`config.mk`:
```
export PLATFORM = sky130hd
export DESIGN_NAME = log_ctrl
export DESIGN_NICKNAME = d
export VERILOG_FILES = /design/src/rtl/log_pkg.sv /design/src/rtl/log_ctrl.sv
export SDC_FILE = /design/constraint.sdc
export NUM_CORES = 1
export LEC_CHECK = 0
export BUFFER_PORTS_ARGS = -buffer_cell sky130_fd_sc_hd__buf_2
export CORE_MARGIN = 3
export CORE_UTILIZATION = 44
export DETAILED_ROUTE_END_ITERATION = 10
export GPL_ROUTABILITY_DRIVEN = 1
export PLACE_DENSITY = 0.8
export SYNTH_ARGS = -nofsm -noshare
export SYNTH_HDL_FRONTEND = slang
export SYNTH_SLANG_ARGS = --single-unit
```
`constraint.sdc`:
```
create_clock -name clk -period 2.4 [get_ports clk]
set_input_delay 0.48 -clock clk [delete_from_list [all_inputs] [get_ports clk]]
set_output_delay 0.48 -clock clk [all_outputs]
set_load 0.05 [all_outputs]
```
`src/rtl/log_pkg.sv`:
```
// rtl/log_pkg.sv - shared types, field widths and record packing for the event log controller
package log_pkg;

  // Event record field widths
  localparam int TYPE_W = 5;
  localparam int PC_W   = 16;
  localparam int ADDR_W = 16;
  localparam int REC_W  = TYPE_W + PC_W + ADDR_W;

  // Controller states
  typedef enum logic [2:0] {
    S_IDLE   = 3'd0,
    S_RD_REQ = 3'd1,
    S_RD_CAP = 3'd2,
    S_RD_OUT = 3'd3,
    S_CLEAR  = 3'd4
  } log_state_e;

  // Record layout in the log RAM: type in the MSBs, then pc, then address
  typedef struct packed {
    logic [TYPE_W-1:0] typ;
    logic [PC_W-1:0]   pc;
    logic [ADDR_W-1:0] addr;
  } log_rec_t;

  function automatic logic [REC_W-1:0] pack_rec(input logic [TYPE_W-1:0] typ,
                                                input logic [PC_W-1:0]   pc,
                                                input logic [ADDR_W-1:0] addr);
    log_rec_t r;
    r.typ  = typ;
    r.pc   = pc;
    r.addr = addr;
    return r;
  endfunction

endpackage

```
`src/rtl/log_ctrl.sv`:
```
// rtl/log_ctrl.sv - event log controller: capture, drain, clear; optional overwrite-oldest via LOG_WRAP_EN
module log_ctrl
  import log_pkg::*;
#(
  parameter int ADDR_WIDTH = 8,
  parameter int DATA_WIDTH = 37,
  parameter int DEPTH      = 64
) (
  input  logic                  clk,
  input  logic                  rst_n,
  input  logic                  evt_valid,
  input  logic [TYPE_W-1:0]     evt_type,
  input  logic [PC_W-1:0]       evt_pc,
  input  logic [ADDR_W-1:0]     evt_addr,
  input  logic                  drain_req,
  input  logic                  clr_req,
  output logic                  out_valid,
  output logic [DATA_WIDTH-1:0] out_data,
  input  logic                  out_ready,
  output logic [ADDR_WIDTH-1:0] ram_wr_addr,
  output logic [ADDR_WIDTH-1:0] ram_rd_addr,
  output logic [DATA_WIDTH-1:0] ram_wr_data,
  output logic                  ram_we,
  output logic                  ram_re,
  output logic                  ram_clr,
  input  logic [DATA_WIDTH-1:0] ram_rd_data,
  output logic [ADDR_WIDTH:0]   count,
  output logic                  full,
  output logic                  ovf,
  output logic                  busy
);

  localparam int CNT_W = ADDR_WIDTH + 1;

  localparam logic [2:0] ST_IDLE   = 3'(S_IDLE);
  localparam logic [2:0] ST_RD_REQ = 3'(S_RD_REQ);
  localparam logic [2:0] ST_RD_CAP = 3'(S_RD_CAP);
  localparam logic [2:0] ST_RD_OUT = 3'(S_RD_OUT);
  localparam logic [2:0] ST_CLEAR  = 3'(S_CLEAR);

`ifdef LOG_WRAP_EN
  localparam logic WRAP_EN = 1'b1;
`else
  localparam logic WRAP_EN = 1'b0;
`endif

  logic [2:0]            state;
  logic [2:0]            state_nx;
  logic [ADDR_WIDTH-1:0] wr_ptr;
  logic [ADDR_WIDTH-1:0] rd_ptr;

  logic in_idle;
  logic in_clear;
  logic in_rd_out;
  logic rd_pop;
  logic wrap_wr;
  logic ovf_set;
  logic drain_go;

  function automatic logic [ADDR_WIDTH-1:0] ptr_inc(input logic [ADDR_WIDTH-1:0] p);
    return (p == ADDR_WIDTH'(DEPTH - 1)) ? '0 : p + 1'b1;
  endfunction

  assign in_idle   = (state == ST_IDLE);
  assign in_clear  = (state == ST_CLEAR);
  assign in_rd_out = (state == ST_RD_OUT);

  assign full = (count == CNT_W'(DEPTH));

  // Writes only happen from IDLE, so they can never collide with a RAM read.
  // A pending clear swallows the event; when full, only the wrap build writes.
  assign ram_we      = rst_n && in_idle && evt_valid && !clr_req && (!full || WRAP_EN);
  assign ram_wr_addr = wr_ptr;
  assign ram_wr_data = pack_rec(evt_type, evt_pc, evt_addr);

  // Read address is held across RD_REQ and RD_CAP for a registered-output RAM
  assign ram_re      = (state == ST_RD_REQ) || (state == ST_RD_CAP);
  assign ram_rd_addr = rd_ptr;
  assign ram_clr     = in_clear;

  assign out_valid = in_rd_out;
  assign busy      = !in_idle;

  assign wrap_wr  = ram_we && full;
  assign rd_pop   = in_rd_out && out_ready;
  assign drain_go = in_idle && !clr_req && drain_req && (count != '0);

  // Lost events: anything offered while busy, or while full in IDLE (wrap overwrite also counts)
  assign ovf_set = evt_valid && ((in_idle && !clr_req && full) || !in_idle);

  // Next-state selection; clear wins over drain and event capture
  always_comb begin
    state_nx = state;
    case (state)
      ST_IDLE: begin
        if (clr_req) begin
          state_nx = ST_CLEAR;
        end else if (drain_go) begin
          state_nx = ST_RD_REQ;
        end
      end
      ST_RD_REQ: state_nx = ST_RD_CAP;
      ST_RD_CAP: state_nx = ST_RD_OUT;
      ST_RD_OUT: begin
        if (rd_pop) begin
          state_nx = (count > CNT_W'(1)) ? ST_RD_REQ : ST_IDLE;
        end
      end
      ST_CLEAR: state_nx = ST_IDLE;
      default:  state_nx = ST_IDLE;
    endcase
  end

  // State, pointers, occupancy, sticky overflow and drain output register
  always_ff @(posedge clk) begin
    if (!rst_n) begin
      state    <= ST_IDLE;
      wr_ptr   <= '0;
      rd_ptr   <= '0;
      count    <= '0;
      ovf      <= 1'b0;
      out_data <= '0;
    end else begin
      state <= state_nx;
      if (in_clear) begin
        wr_ptr <= '0;
        rd_ptr <= '0;
        count  <= '0;
        ovf    <= 1'b0;
      end else begin
        if (ram_we) begin
          wr_ptr <= ptr_inc(wr_ptr);
        end
        // Overwriting the oldest record drops it, so the read pointer follows
        if (wrap_wr || rd_pop) begin
          rd_ptr <= ptr_inc(rd_ptr);
        end
        if (ram_we && !full) begin
          count <= count + 1'b1;
        end else if (rd_pop) begin
          count <= count - 1'b1;
        end
        if (ovf_set) begin
          ovf <= 1'b1;
        end
      end
      if (state == ST_RD_CAP) begin
        out_data <= ram_rd_data;
      end
    end
  end

endmodule

```
==> Yosys cells after proc, flatten, opt, wreduce, memory -nomap -nowiden <==
Index checks and enable logic that the tools add are counted.
{ "op_classes": {"n_reduce_logical": 23, "n_eq_ne": 9, "magnitude_cmp": 1, "bitwise_logic": 1, "addsub": 4, "mux": 9} }
{ "op_table": {"columns": ["cell", "n"], "rows": [
  ["2-to-1 mux 9 bit", 2],
  ["adder 8 x 1 -> 8 bit (second input constant)", 2],
  ["== test 8 x 6 -> 1 bit (second input constant)", 2],
  ["2-to-1 mux 8 bit", 2],
  ["logical AND 1 bit", 12],
  ["one-hot mux 3 bit (4 select lines)", 1],
  ["adder 9 x 1 -> 9 bit (second input constant)", 1],
  ["== test 9 x 7 -> 1 bit (second input constant)", 1],
  ["greater-than comparator 9 x 1 -> 1 bit (second input constant)", 1],
  ["2-to-1 mux 3 bit", 3],
  ["nonzero test 9 bit", 1],
  ["subtractor 9 x 1 -> 9 bit (second input constant)", 1],
  ["== test 3 x 2 -> 1 bit (second input constant)", 2],
  ["== test 3 x 1 -> 1 bit (second input constant)", 1],
  ["== test 3 bit (second input constant)", 1],
  ["logical NOT 1 bit", 3],
  ["logical NOT 3 bit", 1],
  ["logical OR 1 bit", 3],
  ["inequality test 3 x 2 -> 1 bit (second input constant)", 1],
  ["inequality test 2 x 1 -> 1 bit (second input constant)", 1],
  ["AND reduction 2 bit", 1],
  ["nonzero test 2 bit", 1],
  ["OR reduction 2 bit", 1],
  ["2-to-1 mux 1 bit", 1],
  ["inverter 1 bit", 1]
]} }
{ "totals": {"ff_bits": 66, "output_inout_bits": 106, "elab_cells": 53, "input_bits": 80} }

==> Depth between registers and ports, before layout <==
Gate-level depths: netlist of run 1.
{ "depth": {"depth_word": 7, "mapped_depth": 8, "ltp_nobuf": 7} }

==> Worst setup path after synthesis of run 1 <==
No wires, ideal clock.
{ "synth_path": {"path_kind": "register -> register", "start": "register state[0]", "end": "register rd_ptr[4], in the netlist ram_rd_addr[4]", "path_stages_with_launch": 7, "path_slack_ns": -0.186, "arrival_time_ns": 2.458, "period_less_slack_ns": 2.586, "t_required_ns": 2.272, "path_buffers": 3, "setup_ns": 0.128, "cell_sequence": "dfxtp_1 > buf_4 > nor3b_1 > nand2b_1 > clkbuf_1 > clkbuf_1 > nor2_1"} }
{ "synth_between": {"word_cells_on_any_way": 11, "cone_classes": "2 x eq/ne; 9 x reduce/logical"} }
{ "synth_rtl": {"columns": ["element", "line", "source"], "rows": [
  ["from (decl)", "log_ctrl.sv:47", "logic [2:0] state;"],
  ["from (signal assigned)", "log_ctrl.sv:124", "state <= state_nx;"],
  ["== test 3 bit", "log_ctrl.sv:65", "assign in_clear = (state == ST_CLEAR);"],
  ["via ram_clr", "log_ctrl.sv:25", "output logic ram_clr,"],
  ["OR reduction 2 bit (no source line)", null, null],
  ["to (signal assigned)", "log_ctrl.sv:136", "rd_ptr <= ptr_inc(rd_ptr);"],
  ["to (decl)", "log_ctrl.sv:50", "logic [ADDR_WIDTH-1:0] rd_ptr;"]
]} }
The timed path passes the listed nets, and every way through them passes these cells.
A chain may end at the register's enable or synchronous reset.

==> Final worst setup path of run 1 <==
{ "layout_path": {"start": "register state[0]", "end": "output port ram_we"} }
{ "layout_between": {"elab_chain_cells": 5} }
{ "layout_rtl": {"columns": ["element", "line", "source"], "rows": [
  ["logical NOT 3 bit", "log_ctrl.sv:64", "assign in_idle = (state == ST_IDLE);"],
  ["logical AND 1 bit (4 in series)", "log_ctrl.sv:72", "assign ram_we = rst_n && in_idle && evt_valid && !clr_req && (!full || WRAP_EN);"],
  ["to (decl)", "log_ctrl.sv:23", "output logic ram_we,"]
]} }
Every way passes these cells.

==> impl_metrics.yaml, run 1 <==
cts:
  clock_sinks: 66
  insertion_delay_ps: 340
  cts_tree: "done"
  clk_path_buf_depth: 2
  h-tree-depth: 3
  cts-root-buf: "clkbuf_8"
  path_clk_slew_ps: 80
  postCtsHoldBufs: 0
  numCtsBuffers: 9
layout:
  final_nets: 554
  area_growth_pct: 18.17
  final_core_util_pct: 55.36
  multi_input_area_sq_um: 1546
  diodes: 0
  drive_above_1_share_pct: 30.87
  register_area_sq_um: 1324
  fillCellCount: 633
  stdcell_count: 569
sta:
  worstMarginPinSlew_ps: 675.8
  hold_viol: 0
  slew_violations: 0
  finalCritPeriodShare_pct: 97.19
  min_period_ps: 2333
  setup_tns_ps: 0
  fmax_ghz: 0.4287
  slew_headroom_pct: 54.95
  fin_ws_ps: 67.36
  fin_skew_ps: 10.95
  finalSetupViolCount: 0
global_routing:
  grt_usage_pct: 18.48
  antenna_found_initial: 0
  grt_max_degree: 41
  overflow: 0
  first_global_vias: 2704
  grt_pass1_wl_um: 12650
place:
  dp_hpwl_um: 5921
  portBuffers: 111
  pre_cts_slack_ps: 288.5
  placedCellCount: 549
  place.gp.congestion: 0.9048
floorplanning:
  die_x_um: 92.22
  chipHeight_um: 92.22
  io_pins: 186
  core-area_sq_um: 6982
  rows: 30
  fp.dieArea_sq_um: 8504
  initial_core_util_pct: 46.85
hold_path:
  hold_start: "ram_rd_data[11]"
  hold_depth: 3
  hold_class: "input pin to register"
  hold_path_end: "out_data[11]"
setup_path:
  path_class: "register to primary output"
  reg2reg_from: "state[0]"
  crit_path_start: "state[0]"
  cp_data_required_time_ps: 1920
  end_kind: "primary output"
  r2r_slack_ps: 300
  crit_arrival_ps: 1850
  r2r_end: "ram_wr_addr[5]"
  cp-start-kind: "register"
  worst_r2r_path_depth: 5
  cp_max_fo: 9
yosys:
  syn_inst: 398
  netlist.area_leader.share_pct: 40.40
  synthSimpleGateAreaFrac_pct: 25.40
  synth_edf_count: 0
  yosysMostFrequentCell: "nand2_1"
  synth_compound_area_share_pct: 15.46
  ys_ff_latch: 66
  yosysUniqueCellTypes: 43
  synth.net_count: 484
  synth_top_area_cell: "dfxtp_1"
  ys.warnings.count: 0
  synth_ff_type: "dfxtp_1"
  async_flop_share_pct: 0
  syn-cell-area_sq_um: 3271
  seq_area_frac_synth_pct: 40.40
  synth_top_family_by_area: "simple AND/OR/NAND/NOR gates"
  syn_area_per_cell_sq_um: 8.218
  synth.area.mux_share_pct: 0.6121
  synthTopCellsByCount: "88 x nand2_1, 66 x dfxtp_1, 38 x buf_4"
  synthAdderAreaFrac_pct: 2.295
  synth.area.top_cells: "dfxtp_1 40%, nand2_1 10%, buf_4 8.7%, a21boi_0 8.5%, ha_1 2.3%"
  synth-xor-area-share_pct: 2.678
routing:
  drc_errors: 0
  routed_via_density: 5.132
  drt_iter0_drc: 49
  avgRoutedWirePerCell_um: 14.23
  ant_nets: 0
  dr_total_vias: 2920
  drt-total-wl_um: 8098
  drt_pre_antenna_iters: 4
power_and_ir_drop:
  p_leak_nw: 1.671
  power.density_nw_per_um2: 696.4
  swShare_pct: 33.21
  max-vdd-ir-drop_v: 0.0002963
  power_switching_w: 0.0008938
  clockPowerShare_pct: 35.3
  intPower_w: 0.001798
  power_frac_comb_pct: 20.5
  seq_power_share_pct: 44.2
status:
  outcome: "complete, no violations"
job:
  maxCapViolations: 0
-- state kept, by name (all words and copies together), names as in the netlist --
| register | count |
|---|---|
| count | 9 |
| out_data | 37 |
| ovf | 1 |
| ram_rd_addr | 8 |
| ram_wr_addr | 8 |
| state | 3 |
-- how the worst max path moves through the flow --
stage | end | cells after the start
4_1_cts | full | 5
3_5_place_dp | ram_we | 4
5_1_grt | full | 5
2_1_floorplan | ram_we | 5
3_3_place_gp | ram_we | 4
6_report | ram_we | 4
-- routing by layer --
metal	vias up	track usage, %	wire length (um)
met5	-	0	0
met4	0	7.054	90
met3	10	6.645	773
met2	135	31.51	3817
met1	1321	21.08	3417
li1	1454	-	-
-- worst max-delay path, cell delays in order, from the launching register on --
cell and delay [ps]:
dfxtp_1 410, or3_4 480, a211o_1 310, inv_2 130, buf_6 180
-- per-stage QoR --
step | instance area (sq um) | total power, W | hold WS [ps]
floorplan | 3278 | 0.001769 | 501.7
global placement | 3607 | 0.001729 | 446.6
detailed placement | 3607 | 0.001739 | 454.0
CTS | 3824 | 0.002692 | 363.9
global route | 3865 | 0.002815 | 360.7
finish | 3865 | 0.002692 | 379.1
-- final cells by class --
cell class	count	share of cell area, %
timing repair buffer	120	16.35
clock inverter	7	2.007
multi-input combinational	260	40.01
tap	96	3.108
sequential	66	34.25
inverter	11	1.068
clock buffer	9	3.205
-- cell families after synthesis --
| group | count (synthesis) |
|---|---|
| buf+inv | 72 |
| mux | 2 |
| xor+xnor | 10 |
| simple gates | 169 |
| flops | 66 |
| fa+ha+maj | 6 |
| compound gates | 73 |
-- cell usage in the layout (no fill, tap or decap), types with 9 or more instances in the layout --
master    instances
clkbuf_8          9
inv_1            10
buf_2           109
a21boi_0         37
nand3_1           9
nor2_1           16
nor3_1           12
nand2_1          88
buf_4             9
a21oi_1          14
dfxtp_1          64
-- power groups by stage --
stage	combinational, W	clock, W	sequential, W
after floorplan	0.000415	0	0.00135
after global placement	0.000519	0	0.00121
after detailed placement	0.000526	0	0.00121
after CTS	0.000532	0.000973	0.00119
after global routing	0.000592	0.00103	0.00120
final	0.000553	0.000950	0.00119
-- what timing repair did --
action / CTS / global route
setup buffers: 0 / 4
pin swaps: 0 / 1
resized for setup: 4 / 2
setup endpoints to repair: 2 / 2
Power figures use the tool's default switching activity.
==> run 2: changes to the inputs <==
- RECOVER_POWER: not set -> 100
- SLEW_MARGIN: not set -> 25
==> run 2 against run 1 <==
Effect of this change:
- final cell count stayed put
- setup slack improved by 3.1 ps
- die area is the same
- via count up 1.3%
- combinational power shrank 3%
- sequential share of layout area rose by 0.78 points
- clock-buffer cell count is the same
- non-clock buffer count is the same
- final area decreased by 2.2%
- clock skew is 0.56 ps lower
- total power fell by 0.47%
==> impl_metrics.yaml, run 2 (same netlist as run 1, synthesis figures left out) <==
layout:
  final_core_util_pct: 54.12
  diodes: 0
  area_growth_pct: 15.53
  largestRegisters: "out_data (37), count (9)"
  layout_common_cells: "88 x nand2_1, 64 x dfxtp_1, 63 x clkbuf_1"
  drive_above_1_share_pct: 17.34
  regMostFlops: "out_data"
  stdcell_area_sq_um: 3779
  layout_commonest_cell: "nand2_1"
  largest_reg_flops: 37
  fillCellCount: 669
  final_nets: 554
job:
  maxCapViolations: 0
floorplanning:
  chipHeight_um: 92.22
  initial_core_util_pct: 46.85
  io_pins: 186
  die_x_um: 92.22
  core-area_sq_um: 6982
  fp.dieArea_sq_um: 8504
  rows: 30
cts:
  insertion_delay_ps: 340
  postCtsHoldBufs: 0
  h-tree-depth: 3
  clk_path_buf_depth: 2
  cts_tree: "done"
  clock_sinks: 66
  cts-root-buf: "clkbuf_8"
  numCtsBuffers: 9
  path_clk_slew_ps: 80
routing:
  drt_pre_antenna_iters: 6
  avgRoutedWirePerCell_um: 14.45
  ant_nets: 0
  drt-total-wl_um: 8220
  drt_iter0_drc: 82
  routed_via_density: 5.197
  drc_errors: 0
  dr_total_vias: 2957
place:
  pre_cts_slack_ps: 288.5
  dpl-instance-area_sq_um: 3607
  dp_hpwl_um: 5921
  place.gp.congestion: 0.9048
  portBuffers: 111
status:
  outcome: "complete, no violations"
sta:
  slew_headroom_pct: 53.46
  fmax_ghz: 0.4293
  finalCritPeriodShare_pct: 97.06
  fin_skew_ps: 10.39
  worstMarginPinSlew_ps: 698.2
  slew_violations: 0
  min_period_ps: 2330
  setup_tns_ps: 0
  fin_ws_ps: 70.50
  finalSetupViolCount: 0
  hold_viol: 0
global_routing:
  grt_max_degree: 41
  overflow: 0
  antenna_found_initial: 0
  grt_pass1_wl_um: 12650
  first_global_vias: 2704
  grt_usage_pct: 18.48
setup_path:
  end_kind: "primary output"
  cp_max_fo: 9
  path_class: "register to primary output"
  crit_arrival_ps: 1850
  cp-start-kind: "register"
  cp_data_required_time_ps: 1920
power_and_ir_drop:
  power_w: 0.002679
  max-vdd-ir-drop_v: 0.0002957
  power.density_nw_per_um2: 709.0
  p_leak_nw: 1.393
hold_path:
  hold_class: "input pin to register"
-- run 2: final timing paths --
path	start	end	slack (ps)	cells after the start
max reg2reg	state[0]	ram_wr_addr[5]	310	5
min reg2reg	out_data[22]	out_data[22]	460	2
min	ram_rd_data[22]	out_data[22]	380	3
max	state[0]	ram_we	70	4
-- run 2: metrics by stage --
| stage | hold WS [ps] | std cells |
|---|---|---|
| 2_1_floorplan | 501.7 | 398 |
| 5_1_grt | 360.7 | 569 |
| 4_1_cts | 363.9 | 565 |
| 3_5_place_dp | 454.0 | 549 |
| 3_3_place_gp | 446.6 | 549 |
| 6_report | 382.0 | 569 |
-- run 2: worst max-delay path, cell delays in order, from the launching register on --
cell and delay [ps]:
dfxtp_1 400, or3_4 480, a211o_1 310, inv_2 130
buf_6 180
-- run 2: cell type report --
class	instances	area, sq um	share of cell area (%)
Multi-Input combinational cell	260	1541	40.79
Inverter	11	41.29	1.093
Sequential cell	66	1324	35.03
Clock buffer	9	123.9	3.278
Timing Repair Buffer	120	550.5	14.57
Tap cell	96	120.1	3.179
Clock inverter	7	77.57	2.053
-- run 2: report_power, final --
group / leakage (nW) / internal [W] / switching [W]
Combinational: 0.758 / 0.000148 / 0.000391
Clock: 0.100 / 0.000488 / 0.000461
Sequential: 0.535 / 0.00115 / 0.0000437
-- run 2: repair_timing --
action / CTS / global route
endpoints found under the hold margin: 0 / 0
cloned: 0 / 0
resized for setup: 4 / 2
setup buffers: 0 / 4
pin swaps: 0 / 1
setup endpoints to repair: 2 / 2
-- run 2: layer usage --
metal	track usage [%]	part of all wire, %
met2	31.51	47
met4	7.054	1.3
met3	6.645	10
met1	21.08	42
met5	0	0
==> run 3: changes to the inputs <==
- ABC_AREA: not set -> 1
- CORE_UTILIZATION: 44 -> 45
- PLACE_DENSITY: 0.8 -> 0.81
==> run 3 against run 2 <==
Effect of this change:
- final cell count up 12%
- setup slack better by 76 ps
- sequential power about the same
- critical path depth up 4
- total power down 1.1%
- register-to-register slack about the same
- maximum frequency up 3.4%
- first-iteration DRC count up 50%
- critical endpoint unchanged
- largest power group unchanged
- highest routed layer unchanged
==> impl_metrics.yaml, run 3 <==
setup_path:
  r2r_slack_ps: 310
  worst_r2r_path_depth: 6
  crit_path_start: "count[0]"
  path_class: "register to primary output"
  cp-start-kind: "register"
  r2r_end: "count[5]"
  cp_max_fo: 13
  cpMostUsedCell: "nand2_4"
  path_cells: "inv_1 -> ha_1 -> nand2_1 -> nor2_4 -> nand2_4 -> nand2_4 -> inv_6 -> buf_6"
  reg2reg_from: "state[2]"
  end_kind: "primary output"
  cp_data_required_time_ps: 1920
  cpPeakStageDelay_ps: 390
  worstSetupEndpoint: "ram_we"
  crit_arrival_ps: 1770
  cpMaxStageDelayCell: "dfxtp_2"
global_routing:
  grt_max_degree: 40
  grt_usage_pct: 18.59
  grt_pass1_wl_um: 12850
  overflow: 0
  antenna_found_initial: 0
  first_global_vias: 2832
routing:
  dr_total_vias: 3141
  drt_iter0_drc: 123
  drt_pre_antenna_iters: 4
  ant_nets: 0
  drt-total-wl_um: 7884
  drc_errors: 0
  routed_via_density: 4.946
  avgRoutedWirePerCell_um: 12.42
cts:
  clk_path_buf_depth: 2
  insertion_delay_ps: 340
  cts_tree: "done"
  numCtsBuffers: 9
  postCtsHoldBufs: 0
  post_cts_buffers: 0
  cts-root-buf: "clkbuf_8"
  cts_resized: 2
  h-tree-depth: 3
  clock_sinks: 66
  path_clk_slew_ps: 80
yosys:
  synth_top_area_cell: "dfxtp_1"
  seq_area_frac_synth_pct: 39.55
  syn_inst: 464
  ys_ff_latch: 66
  async_flop_share_pct: 0
  synth.area.top_cells: "dfxtp_1 40%, nor2_1 12%, buf_4 8.8%, nand2_1 6.3%, o21ai_0 6.3%"
  synth_ff_type: "dfxtp_1"
  synth.net_count: 550
  netlist.area_leader.share_pct: 39.55
  ys.warnings.count: 0
  synth_edf_count: 0
  syn-cell-area_sq_um: 3341
  syn_area_per_cell_sq_um: 7.200
  yosysMostFrequentCell: "nor2_1"
  synthTopCellsByCount: "111 x nor2_1, 66 x dfxtp_1, 56 x nand2_1"
  yosysUniqueCellTypes: 35
layout:
  area_growth_pct: 11.31
  drive_above_1_share_pct: 16.14
  layout_commonest_cell: "nor2_1"
  layout_common_cells: "113 x nor2_1, 65 x clkbuf_1, 64 x dfxtp_1"
  diodes: 0
  largestRegisters: "out_data (37), count (9)"
  final_nets: 621
  largest_reg_flops: 37
  regMostFlops: "out_data"
  stdcell_count: 635
sta:
  slew_headroom_pct: 29.70
  setup_tns_ps: 0
  finalSetupViolCount: 0
  slew_violations: 0
  finalCritPeriodShare_pct: 93.90
  fmax_ghz: 0.4437
  worstMarginPinSlew_ps: 1051
  fin_skew_ps: 6.041
  rsz0062_at_grt: "false"
  hold_slack_ps: 387.4
  min_period_ps: 2254
  hold_viol: 0
floorplanning:
  core-area_sq_um: 6982
  chipHeight_um: 92.16
  io_pins: 186
  fp.dieArea_sq_um: 8493
  die_x_um: 92.16
  initial_core_util_pct: 47.85
  rows: 30
place:
  place.gp.congestion: 0.8993
  placedCellCount: 620
  dp_hpwl_um: 5913
  portBuffers: 111
hold_path:
  hold_class: "input pin to register"
power_and_ir_drop:
  p_leak_nw: 1.558
  clockPowerShare_pct: 30.0
  max-vdd-ir-drop_v: 0.0004513
  seq_power_share_pct: 45.8
  swShare_pct: 36.45
  power.density_nw_per_um2: 712.8
  intPower_w: 0.001685
  power_frac_comb_pct: 24.1
  power_w: 0.002651
  power_switching_w: 0.0009661
status:
  outcome: "complete, no violations"
job:
  maxCapViolations: 0
==> run 3: how the worst min path moves through the flow <==
stage	from	to	slack, ps	cells after the start
after global placement	out_data[28]	out_data[28]	460	2
after global routing	ram_rd_data[34]	out_data[34]	370	3
after floorplan	state[0]	state[1]	560	2
after detailed placement	ovf	ovf	470	2
after CTS	ram_rd_data[34]	out_data[34]	360	3
final	ram_rd_data[33]	out_data[33]	390	3
==> run 3: final cells by class <==
type	count	area [sq um]
Tap cell	96	120.1
Inverter	39	151.4
Multi-Input combinational cell	305	1454
Timing Repair Buffer	114	500.5
Clock inverter	6	45.04
Clock buffer	9	123.9
Fill cell	739	3263
Sequential cell	66	1324
==> run 3: per-stage QoR <==
stage | cell area [sq um] | util, % | worst slack (ps)
2_1_floorplan | 3341 | - | 283.3
3_3_place_gp | 3651 | 52.29 | 384.1
3_5_place_dp | 3651 | 52.29 | 297.9
4_1_cts | 3824 | 54.77 | 21.78
5_1_grt | 3719 | 53.26 | 5.919
6_report | 3719 | 53.26 | 146.3
==> run 3: critical path: cells and delay by family, from the launching register on <==
| kind | cells | cell delay (ps) |
|---|---|---|
| fa+ha+maj | 1 | 220 |
| simple gates | 4 | 390 |
| flops | 1 | 390 |
| buf+inv | 3 | 430 |
==> run 3: cell families (layout without fill, tap and decap cells) <==
kind of cell / count (synthesis) / in the layout / share of synthesized area (%)
simple gates: 226 / 226 / 30.26
buf+inv: 93 / 168 / 16.07
compound gates: 70 / 70 / 11.09
flops: 66 / 66 / 39.55
fa+ha+maj: 6 / 6 / 2.247
xor+xnor: 3 / 3 / 0.7867
==> run 3: power by group through the flow <==
stage | combinational, W | sequential [W] | clock, W
2_1_floorplan | 0.000447 | 0.00147 | 0
4_1_cts | 0.000671 | 0.00121 | 0.000833
5_1_grt | 0.000698 | 0.00122 | 0.000872
6_report | 0.000640 | 0.00121 | 0.000797
3_5_place_dp | 0.000669 | 0.00124 | 0
3_3_place_gp | 0.000660 | 0.00124 | 0
==> run 3: routing by layer <==
layer  GRT usage, %  vias to the layer above  share of wire (%)
met1          20.99                     1393                 40
met5              0                        -                  0
met2          30.60                      142                 47
met4          6.931                        0                1.3
li1               -                     1588                  -
met3          8.614                       18                 11
